### src/rtl/core_wb_arb.sv
// core_wb_arb: write-back arbiter feeding the register-file write port.
// Up to NREQ requesters (0=ALU, 1=LSU, 2=MDU) compete each cycle. The
// winner is loaded into a single registered output stage. Writes to x0
// are accepted but leave reg_wen low.
// Build option: define CORE_WB_ARB_RR_EN for round-robin arbitration with
// a 2-bit pointer; otherwise fixed priority ALU > LSU > MDU.
module core_wb_arb #(
    parameter int unsigned NREQ = 3
) (
    input  logic                  clk,
    input  logic                  rst_n,
    input  logic                  stall_n,
    input  logic [NREQ-1:0]       req_valid,
    output logic [NREQ-1:0]       req_ready,
    input  logic [NREQ-1:0][4:0]  req_waddr,
    input  logic [NREQ-1:0][31:0] req_wdata,
    output logic [4:0]            reg_waddr,
    output logic [31:0]           reg_wdata,
    output logic                  reg_wen,
    output logic [1:0]            grant_id
);

    logic       found;
    logic [1:0] winner;
    logic       transfer;

`ifdef CORE_WB_ARB_RR_EN
    logic [1:0] ptr;

    // Round-robin search starting at the pointer, wrapping NREQ-1 -> 0
    always_comb begin
        found  = 1'b0;
        winner = '0;
        for (int unsigned k = 0; k < NREQ; k++) begin
            if (!found && req_valid[(32'(ptr) + k) % NREQ]) begin
                found  = 1'b1;
                winner = 2'((32'(ptr) + k) % NREQ);
            end
        end
    end

    // Pointer advances past the winner only on an actual transfer
    always_ff @(posedge clk or negedge rst_n) begin
        if (!rst_n) begin
            ptr <= '0;
        end else if (transfer) begin
            ptr <= (32'(winner) == NREQ - 1) ? 2'd0 : winner + 2'd1;
        end
    end
`else
    // Fixed priority: lowest index wins (ALU > LSU > MDU)
    always_comb begin
        found  = 1'b0;
        winner = '0;
        for (int unsigned k = 0; k < NREQ; k++) begin
            if (!found && req_valid[k]) begin
                found  = 1'b1;
                winner = 2'(k);
            end
        end
    end
`endif

    assign transfer = found & stall_n;

    // One-hot accept to the winner; forced low while stalled or in reset
    always_comb begin
        req_ready = '0;
        if (transfer && rst_n) begin
            req_ready[winner] = 1'b1;
        end
    end

    // Output stage: load on transfer, drop wen when idle, hold on stall
    always_ff @(posedge clk or negedge rst_n) begin
        if (!rst_n) begin
            reg_wen   <= 1'b0;
            reg_waddr <= '0;
            reg_wdata <= '0;
            grant_id  <= '0;
        end else if (stall_n) begin
            if (found) begin
                reg_waddr <= req_waddr[winner];
                reg_wdata <= req_wdata[winner];
                grant_id  <= winner;
                reg_wen   <= (req_waddr[winner] != 5'd0);
            end else begin
                reg_wen   <= 1'b0;
            end
        end
    end

endmodule

### config.mk
export PLATFORM = sky130hd
export DESIGN_NAME = core_wb_arb
export DESIGN_NICKNAME = d
export VERILOG_FILES = /design/src/rtl/core_wb_arb.sv
export SDC_FILE = /design/constraint.sdc
export NUM_CORES = 1
export LEC_CHECK = 0
export ABC_AREA = 0
export BUFFER_PORTS_ARGS = -buffer_cell sky130_fd_sc_hd__buf_2
export CAP_MARGIN = 20
export CORE_MARGIN = 10
export CORE_UTILIZATION = 41
export DETAILED_ROUTE_END_ITERATION = 6
export PLACE_DENSITY = 0.79
export SLEW_MARGIN = 20
export SYNTH_ARGS = -nofsm -noshare
export SYNTH_HDL_FRONTEND = slang
export SYNTH_SLANG_ARGS = --single-unit
### constraint.sdc
create_clock -name clk -period 1.4 [get_ports clk]
set_input_delay 0.21 -clock clk [delete_from_list [all_inputs] [get_ports clk]]
set_output_delay 0.21 -clock clk [all_outputs]
set_load 0.01 [all_outputs]
==> impl_metrics.toml, run 1 <==
[power_and_ir_drop]
netSwitchingPower_uw = 954
p_int_uw = 2120
power_density_of_the_placed_cells_nw_per_um2 = 922
power.share.switching_pct = 31.0
vdd.ir_drop.worst_v = 0.000490
clkPwrFrac_pct = 25.6
seq_power_share_pct = 45.0
power.combinational.fraction_pct = 29.4
total_leakage_power_uw = 0.00178

[setup_path]
cp_cell_sequence = "buf_2 -> buf_12 -> nor3b_4 -> buf_6 -> and3_1 -> buf_2"
crit_family = "buffers and inverters"
cpMostUsedCell = "sky130_fd_sc_hd__buf_2"
rr_worst_depth = 3
critical_path_depth = 6
critPathCaptureType = "output port"
crit_path_max_incr_delay_ns = 0.22
critical_path_arrival_ns = 1.16
slowest_stage = "sky130_fd_sc_hd__nor3b_4"
critical_path_peak_fanout = 5
crit_required_ns = 1.19
startpoint_type = "input port"
worstSetupPathType = "input port to output port"
cp_num_buf_inv = 4

[synthesis]
synth_cell_types = 21
yosys.area_share.simple_pct = 22.4
synth_top_area_share_pct = 45.0
synth_fp_nets = 416
synthesized_area_fraction_occupied_by_ao_oa_aoi_and_oai_cells_pct = 27.4
yosys_warnings = 0
synth_top_cell_by_area = "sky130_fd_sc_hd__dfrtp_1"
synth.ff_latch_count = 40
top_cells_by_count_synth = "105 x sky130_fd_sc_hd__nand2_1, 64 x sky130_fd_sc_hd__a21oi_1, 40 x sky130_fd_sc_hd__dfrtp_1, 32 x sky130_fd_sc_hd__o21ai_0, 11 x sky130_fd_sc_hd__buf_2"
synth_top_family_by_area = "compound AO/OA/AOI/OAI gates"
flip_flop_cell_with_the_highest_count_after_synthesis = "sky130_fd_sc_hd__dfrtp_1"
synth_most_common_cell = "sky130_fd_sc_hd__nand2_1"
synthAdderAreaFrac_pct = 0
synthTopCellsByArea = "sky130_fd_sc_hd__dfrtp_1 45%, sky130_fd_sc_hd__nand2_1 18%, sky130_fd_sc_hd__a21oi_1 14%, sky130_fd_sc_hd__o21ai_0 7.2%, sky130_fd_sc_hd__buf_2 2.5%"
synth_edf_count = 0
yosys-mux-area-fraction_pct = 0
mappedNetlistArea_um2 = 2230
synth_seq_area_share_pct = 45.0
syn_inst = 299
avgSynthCellArea_um2 = 7.44
synthArstFlopShare_pct = 100
synth-xor-area-share_pct = 0

[timing]
timing.final.max_slew_violations = 0
worst_clock_skew_ns = 0
layout_setup_ws_ns = 0.0323
layout_min_cycle_time_ns = 1.37
hold_viol = 3
slew_headroom_pct = 73.2
setup_viol = 0
fmaxAchievable_mhz = 731
worst-slew-pin-transition_ns = 0.402
fraction_of_the_cycle_the_final_worst_path_needs_pct = 97.7
fin_setup_tns_ns = 0
hold-worst-slack_ns = -0.00388

[final_layout]
total_area_of_multi_input_combinational_cells_um2 = 1140
syn_to_final_growth_pct = 49.9
antennaDiodeCount = 0
layout_nets = 581
fillerInstances = 480
drive_above_1_share_pct = 41.1
ff_latch_area_um2 = 1000
layoutNonFillerInstCount = 535

[drt]
number_of_remaining_drc_errors = 0
antenna_nets_post_route = 0
detail_route.wirelength_um = 8370
drt-vias-per-instance = 4.97
detailedRoute.firstPassIterationCount = 4
route.vias.total = 2660
drt_iter0_markers = 128
wl_per_cell_um = 15.6

[global_route]
first_global_vias = 2788
largest_net_degree_at_the_start_of_global_routing = 43
grt_util_met1_pct = 19.8
grt_total_usage_pct = 18.7
grt_busiest_layer = "met2"
met3_usage_pct = 6.71
gr-usage-met2_pct = 33.5
antenna_found_initial = 0
globalRoute.totalOverflow = 0
grt_first_pass_wirelength_um = 13300

[clock_tree]
cts-buffers-inserted = 5
clock_path_buffers = 2
htree_num_levels = 2
cts_tree = "yes"
clock_root_cell = "sky130_fd_sc_hd__clkbuf_8"
clk_transition_reported_paths_ns = 0.08
insertion_delay_ns = 0.27
cts.sinks = 40

[place]
place_worst_setup_slack_ns = -0.118
hpwl_um = 6890
routabilityCongestion = 0.895
buffer_ports.inserted = 159
place_inst = 523

[floorplan]
design.core.area_um2 = 5170
dieArea_um2 = 8780
die-height_um = 93.7
die_w_um = 93.7
i_o_pin_cnt = 160
start_util_pct = 43.0
num_rows = 26

[status]
violations = "negative hold slack"
status = "finished, violations left"

[hold_path]
hp-class = "input port to asynchronous set/reset pin"

[job]
max_cap_violations = 0
## final cells by class
class                   count  area share (%)
well taps                  70            2.63
flip-flops and latches     40            30.0
clock buffers               6            2.48
multi-input cells         236            34.1
repair buffers            181            30.5
clock inverters             2           0.300
## state kept, by name, indices dropped and copies added (netlist names)
register	cells
reg_wen	1
grant_id	2
reg_waddr	5
reg_wdata	32
## power groups by stage
stage	Clock (uW)	Combinational, uW	Sequential, uW
6_report	786	905	1380
3_5_place_dp	0	909	1410
5_1_grt	859	1020	1400
3_3_place_gp	0	883	1400
4_1_cts	801	916	1380
2_1_floorplan	0	339	1480
## path summary, 6_finish.rpt
| check | to | slack [ns] | from |
|---|---|---|---|
| setup / recovery | req_ready[2] | 0.03 | req_valid[0] |
| setup reg to reg | reg_wen$_DFFE_PN0P_ | 0.57 | reg_wen$_DFFE_PN0P_ |
| max in group asynchronous | reg_wdata[8]$_DFFE_PN0P_ | 0.68 | rst_n |
| min in group clk | reg_wdata[23]$_DFFE_PN0P_ | 0.19 | req_wdata[87] |
| hold / removal | reg_waddr[0]$_DFFE_PN0P_ | -0.004 | rst_n |
| hold reg to reg | reg_wdata[8]$_DFFE_PN0P_ | 0.48 | reg_wdata[8]$_DFFE_PN0P_ |
## layer usage
layer	up-vias	wire (um)
li1	1343	-
met4	0	96
met3	6	785
met2	105	4370
met1	1206	3120
met5	-	0
## cell usage in the layout, fill, tap and decap left out
master                          instances
sky130_fd_sc_hd__dlygate4sd3_1          1
sky130_fd_sc_hd__nor4bb_1               1
sky130_fd_sc_hd__dfrtp_1               40
sky130_fd_sc_hd__a2bb2oi_1              1
sky130_fd_sc_hd__clkinv_2               2
sky130_fd_sc_hd__buf_6                  1
sky130_fd_sc_hd__o21ai_1                9
sky130_fd_sc_hd__nor2_1                 1
sky130_fd_sc_hd__clkbuf_8               6
sky130_fd_sc_hd__nor2b_4                1
sky130_fd_sc_hd__a22o_1                 2
sky130_fd_sc_hd__nor3b_4                1
sky130_fd_sc_hd__nand3_1                2
sky130_fd_sc_hd__nand2b_1               7
sky130_fd_sc_hd__nand2_1              105
sky130_fd_sc_hd__buf_4                 16
sky130_fd_sc_hd__buf_2                159
sky130_fd_sc_hd__o31ai_4                1
sky130_fd_sc_hd__o21ai_0               32
sky130_fd_sc_hd__a21o_1                 1
sky130_fd_sc_hd__a21oi_1               64
sky130_fd_sc_hd__buf_12                 4
sky130_fd_sc_hd__and3_1                 3
sky130_fd_sc_hd__a221oi_1               5
## stage by stage
step / instance area, um^2 / total power, uW / util [%]
2_1_floorplan: 2230 / 1820 / -
3_3_place_gp: 3200 / 2280 / 61.9
3_5_place_dp: 3200 / 2320 / 61.9
4_1_cts: 3310 / 3100 / 64.1
5_1_grt: 3340 / 3280 / 64.5
6_report: 3340 / 3080 / 64.5
## logic make-up (layout without fill, tap and decap cells)
family	Yosys count	in the layout
AO/OA/AOI/OAI	115	115
buffers and inverters	23	189
flip-flops	40	40
AND/OR/NAND/NOR	121	121
## what timing repair did
| item | 4_1_cts | 5_1_grt |
|---|---|---|
| setup endpoints to repair | 2 | 1 |
| pin swaps | 0 | 1 |
| endpoints found under the hold margin | 9 | 0 |
| resized for setup | 2 | 0 |
| buffers inserted | 0 | 3 |
| hold buffers | 1 | 0 |
(Power assumes the default switching activity.)
==> run 2: changes to the inputs <==
- ABC_AREA: 0 -> 1
- CORE_UTILIZATION: 41 -> 44
==> impl_metrics.toml, run 2 <==
[drt]
number_of_remaining_drc_errors = 0
wl_per_cell_um = 16.7
detailroute.wirelength.met3_um = 715
drt_iter0_markers = 68
route.vias.total = 2638
detailedRoute.firstPassIterationCount = 4
route.met2.wl_um = 4380
m1WireLength_um = 3440
highest_layer = "met4"
antenna_nets_post_route = 0
detail_route.wirelength_um = 8680
drt-vias-per-instance = 5.06

[power_and_ir_drop]
clkPwrFrac_pct = 30.0
power.combinational.fraction_pct = 29.8
netSwitchingPower_uw = 1040
vdd.ir_drop.worst_v = 0.000512
p_int_uw = 2410
power_density_of_the_placed_cells_nw_per_um2 = 946
power.share.switching_pct = 30.2
total_leakage_power_uw = 0.00173
seq_power_share_pct = 40.2

[synthesis]
synth_edf_count = 0
syn_inst = 291
avgSynthCellArea_um2 = 9.42
synth.ff_latch_count = 40
synth_top_area_share_pct = 36.5
top_cells_by_count_synth = "56 x sky130_fd_sc_hd__a21oi_2, 43 x sky130_fd_sc_hd__nor2_1, 40 x sky130_fd_sc_hd__dfrtp_1, 23 x sky130_fd_sc_hd__o211ai_1, 20 x sky130_fd_sc_hd__nand2_1"
synthArstFlopShare_pct = 100
yosys_warnings = 0
synth_top_cell_by_area = "sky130_fd_sc_hd__dfrtp_1"
synth_cell_types = 28
synth_fp_nets = 408
mappedNetlistArea_um2 = 2740
synthTopCellsByArea = "sky130_fd_sc_hd__dfrtp_1 36%, sky130_fd_sc_hd__a21oi_2 18%, sky130_fd_sc_hd__o211ai_1 6.3%, sky130_fd_sc_hd__nor2_1 5.9%, sky130_fd_sc_hd__o211ai_2 4.6%"
synth_seq_area_share_pct = 36.5
flip_flop_cell_with_the_highest_count_after_synthesis = "sky130_fd_sc_hd__dfrtp_1"
synth_most_common_cell = "sky130_fd_sc_hd__a21oi_2"

[final_layout]
largest_reg_flops = 32
fillerInstances = 538
post_layout_inst_area_um2 = 3650
syn_to_final_growth_pct = 33.0
total_area_of_multi_input_combinational_cells_um2 = 1420
regMostFlops = "reg_wdata"
ff_latch_area_um2 = 1000
largest_registers = "reg_wdata (32), reg_waddr (5), grant_id (2)"
antennaDiodeCount = 0
drive_above_1_share_pct = 60.5
final_common_cell = "sky130_fd_sc_hd__buf_2"
most_frequent_cells_in_the_layout = "159 x sky130_fd_sc_hd__buf_2, 56 x sky130_fd_sc_hd__a21oi_2, 43 x sky130_fd_sc_hd__nor2_1"
fin_util_pct = 60.9
layout_nets = 562

[setup_path]
worstSetupPathType = "input port to output port"
cp_cell_sequence = "buf_2 -> buf_12 -> nand2_2 -> inv_4 -> nor4_4 -> buf_2"
critPathCaptureType = "output port"
startpoint_type = "input port"
slowest_stage = "sky130_fd_sc_hd__nor4_4"
critical_path_peak_fanout = 7
crit_required_ns = 1.19
crit_family = "buffers and inverters"
crit_path_max_incr_delay_ns = 0.24
cpMostUsedCell = "sky130_fd_sc_hd__buf_2"
cp_num_buf_inv = 4
critical_path_arrival_ns = 1.12

[timing]
hold_viol = 0
timing.final.max_slew_violations = 0
fraction_of_the_cycle_the_final_worst_path_needs_pct = 95.1
setup_viol = 0
layout_setup_ws_ns = 0.0684
rsz0062_at_grt = "false"
fmaxAchievable_mhz = 751
worst_clock_skew_ns = 0
slew_headroom_pct = 53.1
layout_min_cycle_time_ns = 1.33
worst-slew-pin-transition_ns = 0.702

[clock_tree]
post_cts_resized = 0
cts.hold.buffers_added = 0
cts-buffers-inserted = 5
cts.sinks = 40
insertion_delay_ns = 0.29
clock_root_cell = "sky130_fd_sc_hd__clkbuf_8"
cts_tree = "yes"
clk_transition_reported_paths_ns = 0.07
clock_path_buffers = 2
htree_num_levels = 2
post-cts-setup-buffers = 0

[hold_path]
hp-class = "input port to asynchronous set/reset pin"

[place]
routabilityCongestion = 0.824
post_dp_cell_area_um2 = 3520
hpwl_um = 6790
place_worst_setup_slack_ns = -0.0105
buffer_ports.inserted = 159

[floorplan]
start_util_pct = 45.8
design.core.area_um2 = 5990
dieArea_um2 = 9790
num_rows = 28
i_o_pin_cnt = 160
die_w_um = 99.0
die-height_um = 99.0

[global_route]
grt_total_usage_pct = 17.4
globalRoute.totalOverflow = 0
antenna_found_initial = 0
first_global_vias = 2866
grt_first_pass_wirelength_um = 14100
largest_net_degree_at_the_start_of_global_routing = 42

[job]
max_cap_violations = 0

[status]
status = "finished clean"
==> run 2: logic make-up (layout without fill, tap and decap cells) <==
| kind of cell | count (synthesis) | after routing | synth area share [%] |
|---|---|---|---|
| AOI/OAI and AO/OA | 103 | 103 | 31.6 |
| buffers and inverters | 37 | 192 | 11.8 |
| DFF | 40 | 40 | 36.5 |
| and+or+nand+nor | 111 | 111 | 20.1 |
==> run 2: worst paths after layout <==
kind | from | to | slack [ns] | depth (start not counted)
min | rst_n | reg_waddr[3]$_DFFE_PN0P_ | 0.02 | 2
min reg2reg | grant_id[1]$_DFFE_PN0P_ | grant_id[1]$_DFFE_PN0P_ | 0.50 | 2
max reg2reg | reg_wen$_DFFE_PN0P_ | reg_wen$_DFFE_PN0P_ | 0.62 | 4
max in group asynchronous | rst_n | reg_wdata[3]$_DFFE_PN0P_ | 1.02 | 2
max | req_valid[1] | req_ready[0] | 0.07 | 6
min in group clk | req_waddr[14] | reg_waddr[4]$_DFFE_PN0P_ | 0.19 | 3
==> run 2: final cells by class <==
| cell class | count | share of cell area, % |
|---|---|---|
| tap | 75 | 2.57 |
| clock inverter | 1 | 0.823 |
| clock buffer | 7 | 2.64 |
| sequential | 40 | 27.4 |
| multi-input combinational | 214 | 38.9 |
| inverter | 14 | 1.51 |
| timing repair buffer | 170 | 26.1 |
==> run 2: stage by stage <==
stage                     power, uW  cells  hold WS, ns  setup TNS, ns
final                          3450    521       0.0244              0
after global routing           3670    521       0.0584              0
after CTS                      3500    521       0.0369              0
after detailed placement       2460    513        0.354        -0.0249
after global placement         2430    513        0.345              0
after floorplan                2010    291      -0.0856              0
==> run 2: metal layers <==
metal,vias to the layer above,track usage (%)
met5,-,0
met4,0,5.73
met3,10,6.08
met2,108,30.2
met1,1215,19.2
li1,1305,-
==> run 2: power groups by stage <==
stage	Combinational, uW	Sequential (uW)	Clock [uW]
floorplan	526	1490	0
global placement	1020	1410	0
detailed placement	1050	1410	0
CTS	1050	1390	1060
global route	1140	1410	1120
finish	1030	1390	1040
